## src/rtl/mem_stage_sram_pkg.sv

```systemverilog
// mem_stage_sram_pkg: shared FSM states, MEM/WB bundle and address-map defaults
package mem_stage_sram_pkg;
  localparam int ADDR_BASE_DEF = 1024;
  localparam int DEST_W = 4;
  localparam int WORD_W = 32;
  localparam int HALF_W = 16;
  typedef enum logic [1:0] {IDLE, LO, HI, DONE} state_t;
  typedef struct packed {
    logic wb_en;
    logic mem_read;
    logic [DEST_W-1:0] dest;
    logic [WORD_W-1:0] alu_result;
    logic [WORD_W-1:0] mem_data;
  } mem_wb_t;
endpackage

```

## src/rtl/mem_stage_sram_if.sv

```systemverilog
// mem_stage_sram_if: 16-bit SRAM port; master is the memory stage, slave is the SRAM
interface mem_stage_sram_if #(parameter int SRAM_AW = 18);
  import mem_stage_sram_pkg::*;
  logic [SRAM_AW-1:0] sram_addr;
  logic [HALF_W-1:0] sram_wdata;
  logic [HALF_W-1:0] sram_rdata;
  logic sram_we;
  logic sram_re;
  modport master (output sram_addr, sram_wdata, sram_we, sram_re, input sram_rdata);
  modport slave (input sram_addr, sram_wdata, sram_we, sram_re, output sram_rdata);
endinterface

```

## src/rtl/mem_stage_sram_sram_beat_ctrl.sv

```systemverilog
// sram_beat_ctrl: two half-word beats per word, each held WAIT_CYCLES cycles
module sram_beat_ctrl
  import mem_stage_sram_pkg::*;
#(
  parameter int WAIT_CYCLES = 5
) (
  input  logic              clk,
  input  logic              rst,
  input  logic              start,
  input  logic              is_write,
  input  logic [WORD_W-1:0] store_data,
  input  logic [HALF_W-1:0] rdata,
  output logic              freeze,
  output logic              busy,
  output logic              beat,
  output logic              we,
  output logic              re,
  output logic              done,
  output logic [HALF_W-1:0] wdata,
  output logic [WORD_W-1:0] data
);
  localparam int CW = WAIT_CYCLES > 1 ? $clog2(WAIT_CYCLES) : 1;
  localparam logic [CW-1:0] LAST = CW'(WAIT_CYCLES - 1);
  state_t state, state_n;
  logic [CW-1:0] cnt;
  logic last;
  always_ff @(posedge clk) begin
    if (rst) begin
      state <= IDLE;
      cnt <= '0;
      data <= '0;
    end else begin
      state <= state_n;
      cnt <= busy && !last ? cnt + 1'b1 : '0;
      if (re && last && !beat) data[HALF_W-1:0] <= rdata;
      if (re && last && beat) data[WORD_W-1:HALF_W] <= rdata;
    end
  end
  // DONE never restarts: the request is still held there by the frozen upstream
  always_comb
    state_n = state == IDLE ? (start ? LO : IDLE)
            : state == LO   ? (last ? HI : LO)
            : state == HI   ? (last ? DONE : HI) : IDLE;
  always_comb begin
    busy = state == LO || state == HI;
    beat = state == HI;
    done = state == DONE;
    last = cnt == LAST;
    we = busy && is_write;
    re = busy && !is_write;
    wdata = we ? (beat ? store_data[WORD_W-1:HALF_W] : store_data[HALF_W-1:0]) : '0;
    freeze = (state == IDLE && start) || busy;
  end
endmodule

```

## src/rtl/mem_stage_sram.sv

```systemverilog
// mem_stage_sram: memory stage over a 16-bit SRAM with MEM/WB register.
// Define MEM_READ_CACHE_EN to add a one-entry read cache.
module mem_stage_sram
  import mem_stage_sram_pkg::*;
#(
  parameter int WAIT_CYCLES = 5,
  parameter int ADDR_BASE = ADDR_BASE_DEF,
  parameter int SRAM_AW = 18
) (
  input  logic              clk,
  input  logic              rst,
  input  logic              mem_read,
  input  logic              mem_write,
  input  logic              wb_en_in,
  input  logic [DEST_W-1:0] dest_in,
  input  logic [WORD_W-1:0] alu_result,
  input  logic [WORD_W-1:0] store_data,
  output logic              freeze,
  output logic              wb_en_out,
  output logic              mem_read_out,
  output logic [DEST_W-1:0] dest_out,
  output logic [WORD_W-1:0] alu_result_out,
  output logic [WORD_W-1:0] mem_data_out,
  mem_stage_sram_if.master  sram
);
  logic [WORD_W-1:0] off, rd_data, hit_data;
  logic [SRAM_AW-2:0] word;
  logic start, hit, busy, beat, done;
  mem_wb_t mw, mw_n;
  assign off = alu_result - WORD_W'(ADDR_BASE);
  assign word = (SRAM_AW-1)'(off >> 2);
  assign start = (mem_read || mem_write) && !hit;
  assign sram.sram_addr = busy ? {word, beat} : '0;
  sram_beat_ctrl #(.WAIT_CYCLES(WAIT_CYCLES)) u_ctrl (
    .clk(clk),
    .rst(rst),
    .start(start),
    .is_write(mem_write),
    .store_data(store_data),
    .rdata(sram.sram_rdata),
    .freeze(freeze),
    .busy(busy),
    .beat(beat),
    .we(sram.sram_we),
    .re(sram.sram_re),
    .done(done),
    .wdata(sram.sram_wdata),
    .data(rd_data)
  );
`ifdef MEM_READ_CACHE_EN
  logic c_valid;
  logic [SRAM_AW-2:0] c_word;
  logic [WORD_W-1:0] c_data;
  assign hit = mem_read && !mem_write && c_valid && c_word == word;
  assign hit_data = c_data;
  always_ff @(posedge clk) begin
    if (rst) begin
      c_valid <= 1'b0;
      c_word <= '0;
      c_data <= '0;
    end else if (done) begin
      c_valid <= 1'b1;
      c_word <= word;
      c_data <= mem_write ? store_data : rd_data;
    end
  end
`else
  assign hit = 1'b0;
  assign hit_data = '0;
`endif
  // frozen cycles insert a bubble and keep the data fields
  always_comb
    mw_n = freeze ? mem_wb_t'{wb_en: 1'b0, mem_read: 1'b0, dest: mw.dest,
                              alu_result: mw.alu_result, mem_data: mw.mem_data}
                  : mem_wb_t'{wb_en: wb_en_in, mem_read: mem_read, dest: dest_in, alu_result: alu_result,
                              mem_data: done ? rd_data : hit ? hit_data : mw.mem_data};
  always_ff @(posedge clk) begin
    if (rst) mw <= '0;
    else mw <= mw_n;
  end
  assign wb_en_out = mw.wb_en;
  assign mem_read_out = mw.mem_read;
  assign dest_out = mw.dest;
  assign alu_result_out = mw.alu_result;
  assign mem_data_out = mw.mem_data;
endmodule
```

## src/flat_wrapper.sv

```systemverilog
// flat-port wrapper written by rule: the top's interface ports become plain ports
module mem_stage_sram_flat import mem_stage_sram_pkg::*;
#(
  parameter int WAIT_CYCLES = 5,
  parameter int ADDR_BASE = ADDR_BASE_DEF,
  parameter int SRAM_AW = 18
)
  (clk, rst, mem_read, mem_write, wb_en_in, dest_in, alu_result, store_data, freeze, wb_en_out, mem_read_out, dest_out, alu_result_out, mem_data_out, sram_sram_addr, sram_sram_wdata, sram_sram_we, sram_sram_re, sram_sram_rdata);
  mem_stage_sram_if #(.SRAM_AW(SRAM_AW)) sram_i ();
  input  logic clk;
  input  logic rst;
  input  logic mem_read;
  input  logic mem_write;
  input  logic wb_en_in;
  input  logic [DEST_W-1:0] dest_in;
  input  logic [WORD_W-1:0] alu_result;
  input  logic [WORD_W-1:0] store_data;
  output logic freeze;
  output logic wb_en_out;
  output logic mem_read_out;
  output logic [DEST_W-1:0] dest_out;
  output logic [WORD_W-1:0] alu_result_out;
  output logic [WORD_W-1:0] mem_data_out;
  output wire logic [$bits(sram_i.sram_addr)-1:0] sram_sram_addr;
  output wire logic [$bits(sram_i.sram_wdata)-1:0] sram_sram_wdata;
  output wire logic [$bits(sram_i.sram_we)-1:0] sram_sram_we;
  output wire logic [$bits(sram_i.sram_re)-1:0] sram_sram_re;
  input wire logic [$bits(sram_i.sram_rdata)-1:0] sram_sram_rdata;
  assign sram_sram_addr = sram_i.sram_addr;
  assign sram_sram_wdata = sram_i.sram_wdata;
  assign sram_sram_we = sram_i.sram_we;
  assign sram_sram_re = sram_i.sram_re;
  assign sram_i.sram_rdata = sram_sram_rdata;
  mem_stage_sram #(.WAIT_CYCLES(WAIT_CYCLES), .ADDR_BASE(ADDR_BASE), .SRAM_AW(SRAM_AW)) u_core (.clk(clk), .rst(rst), .mem_read(mem_read), .mem_write(mem_write), .wb_en_in(wb_en_in), .dest_in(dest_in), .alu_result(alu_result), .store_data(store_data), .freeze(freeze), .wb_en_out(wb_en_out), .mem_read_out(mem_read_out), .dest_out(dest_out), .alu_result_out(alu_result_out), .mem_data_out(mem_data_out), .sram(sram_i));
endmodule
```

## config.mk

```make
export PLATFORM = sky130hd
export DESIGN_NAME = mem_stage_sram_flat
export DESIGN_NICKNAME = d
export VERILOG_FILES = /design/src/rtl/mem_stage_sram_pkg.sv /design/src/rtl/mem_stage_sram_if.sv /design/src/rtl/mem_stage_sram_sram_beat_ctrl.sv /design/src/rtl/mem_stage_sram.sv /design/src/flat_wrapper.sv
export SDC_FILE = /design/constraint.sdc
export NUM_CORES = 1
export LEC_CHECK = 0
export ABC_CLOCK_PERIOD_IN_PS = 2510
export BUFFER_PORTS_ARGS = -buffer_cell sky130_fd_sc_hd__buf_4
export CAP_MARGIN = 40
export CORE_UTILIZATION = 48
export DETAILED_ROUTE_END_ITERATION = 8
export GPL_TIMING_DRIVEN = 0
export PLACE_DENSITY = 0.85
export REMOVE_ABC_BUFFERS = 1
export SYNTH_ARGS = -nofsm -noshare
export SYNTH_HDL_FRONTEND = slang
export SYNTH_SLANG_ARGS = --single-unit
```

## constraint.sdc

```tcl
create_clock -name clk -period 2.51 [get_ports clk]
set_clock_uncertainty 0.2 [all_clocks]
set_input_delay 0.251 -clock clk [delete_from_list [all_inputs] [get_ports clk]]
set_output_delay 0.251 -clock clk [all_outputs]
set_load 0.02 [all_outputs]
```

==> results.json <==
{
  "status": "finished clean",
  "drc": 0,
  "place_area_um2": 6360,
  "synth_common_cells": "dfxtp_1, mux2i_1, nand2b_1",
  "cts_tree": "built",
  "cp_cell_sequence": "dlygate4sd3_1 -> buf_4 -> o21ai_2 -> nand2b_1 -> buf_4",
  "finalSetupViolCount": 0,
  "slowest_stage": "o21ai_2",
  "slew_viol_final": 0,
  "gr-total-overflow": 0,
  "ys_types": 35,
  "ios": 196,
  "fmax_mhz": 418,
  "synth_area_leader_cell": "dfxtp_1",
  "startpoint_type": "input port",
  "grt_first_pass_wirelength_mm": 21.4,
  "synth_area_leaders": "dfxtp_1, mux2i_1, nand2b_1",
  "worst_ir_drop_vdd_uv": 328,
  "critPathTopFamily": "buffers and inverters",
  "worstPathMaxFanout": 16,
  "cts_num_sinks": 107,
  "yosys_warnings": 0,
  "wl_mm": 13.6,
  "num_rows": 35,
  "yosysMostFrequentCell": "dfxtp_1",
  "maxCapViolations": 0,
  "worst_slew_pin_slew_ps": 742,
  "nets": 827,
  "grt_pass1_vias": 4481,
  "period_share_pct": 95.2,
  "cp-end-kind": "primary output",
  "seq_area_frac_synth_pct": 45.1,
  "critPathKind": "input port to primary output",
  "io_buffers": 195,
  "syn_area_um2": 4740,
  "period_needed_ps": 2390,
  "seq_area_um2": 2140,
  "yosysTopAreaCellShare_pct": 45.1,
  "initial_utilization_pct": 50.4,
  "syn_inst": 506,
  "clock_latency_ps": 370,
  "powerDensity_nw_per_um2": 496,
  "track_usage_pct": 26.5,
  "synth-seq-cells": 107,
  "stdcell_area_um2": 7080,
  "arrival_ps": 1940,
  "diodes": 0,
  "postRouteAntennaNets": 0,
  "die_area_um2": 10300,
  "cpMostUsedCell": "buf_4",
  "synth-main-ff-cell": "dfxtp_1",
  "cp.buffers_inverters": 3,
  "critPathMaxStageDelay_ps": 580,
  "finalHoldViolations": 0,
  "hpwl_mm": 8.59,
  "multi_input_area_um2": 2420,
  "grt_max_degree": 92,
  "gp_congestion": 0.771,
  "rsz0062_at_grt": "false",
  "first_pass_iters": 4,
  "hold_class": "input port to register",
  "syn_area_per_cell_um2": 9.38,
  "syn2layout_area_growth_pct": 49.2,
  "vias": 4442,
  "path_clk_slew_ps": 100,
  "setup_tns_ps": 0,
  "die_width_um": 101,
  "clockBufferDepth": 2,
  "core-area_um2": 9420,
  "dieHeight_um": 101,
  "drive_gt1_share_pct": 30.6,
  "cts_buffers": 9,
  "cts_root_buf": "clkbuf_8",
  "grt_antenna_before_repair": 0,
  "nFillCells": 628,
  "drtIter0Drc": 103,
  "avgRoutedWirePerCell_um": 15.7,
  "crit_required_ps": 2060,
  "synth_edf_count": 0,
  "via_per_inst": 5.14,
  "max-slew-margin-rel_pct": 50.5,
  "async_flop_share_pct": 0,
  "leakagePower_nw": 2.99,
  "htree_num_levels": 3
}
## kinds of logic (layout without fill, tap and decap cells)
logic type	count (synthesis)	after routing	synth area share, %
and+or+nand+nor	175	175	21.6
adders and majority gates	7	7	1.85
AOI/OAI and AO/OA	81	81	8.83
muxes	84	84	17.7
DFF	107	107	45.1
buffers and inverters	49	279	4.30
xor gates and xnor gates	3	3	0.554
## through the flow
stage               instances  hold WS (ps)  utilization [%]  total power [mW]  setup WS (ps)
detailed placement        797           264             67.5              2.45          -3.52
finish                    865          93.4             75.2              3.51            120
CTS                       865          60.6             75.2              3.52            126
floorplan                 465           120                -              2.10           -672
global placement          789           258             65.8              2.40          -1310
global route              865           101             75.2              3.65           12.1
## final timing paths
path / start / cells after the start / to / slack, ps
setup / recovery: mem_read / 5 / freeze / 120
hold / removal: alu_result[11] / 4 / u_core.alu_result_out[11]$_SDFFE_PP0N_ / 90
setup reg to reg: u_core.u_ctrl.state[0]$_SDFF_PP0_ / 6 / u_core.u_ctrl.data[9]$_SDFFE_PP0P_ / 150
hold reg to reg: u_core.u_ctrl.data[18]$_SDFFE_PP0P_ / 2 / u_core.u_ctrl.data[18]$_SDFFE_PP0P_ / 280
## tightest hold or removal path, delay by kind of cell
family / cells / cell delay [ps]
simple gates: 1 / 100
buf+inv: 2 / 200
compound gates: 1 / 50
## layout make-up
type / instances / area share, %
tap: 129 / 2.28
timing repair buffer: 255 / 30.2
clock inverter: 6 / 0.796
sequential: 107 / 30.3
inverter: 8 / 0.424
multi-input combinational: 350 / 34.2
clock buffer: 10 / 1.80
## sequential cells by signal, indices dropped and copies added, names as in the netlist
signal / count
u_core.alu_result_out: 32
u_core.dest_out: 4
u_core.mem_data_out: 32
u_core.mem_read_out: 1
u_core.u_ctrl.cnt: 3
u_core.u_ctrl.data: 32
u_core.u_ctrl.state: 2
u_core.wb_en_out: 1
## what timing repair did
item                                   in CTS  in global routing
hold buffers                               52                  0
endpoints found under the hold margin      68                  0
setup endpoints to repair                  26                  0
gates resized for setup                     2                  0
setup buffers                               0                  0
## cell usage in the layout, fill, tap and decap left out, types with 3 or more instances in the layout
cell type and n:
buf_4 195, dfxtp_1 107, mux2i_1 83, dlygate4sd3_1 52
nand2b_1 51, nor2_1 50, o21ai_0 37, a21oi_1 37
nand3b_1 34, and2_1 11, clkbuf_8 9, inv_1 8
nor2b_1 5, ha_1 5, or3_1 4, nor3b_1 4
buf_8 4, nand2_1 3, xor2_1 3
## per-layer routing
metal  global-route usage (%)  wire, µm
met1                     29.2      5510
met4                     8.92       281
met2                     47.5      6780
met5                        0         0
met3                     9.11      1040
## power by group
part | switching (mW) | internal [mW]
Clock | 0.628 | 0.383
Combinational | 0.364 | 0.362
Sequential | 0.0270 | 1.75
No activity file was read; power rests on OpenSTA's default activity.
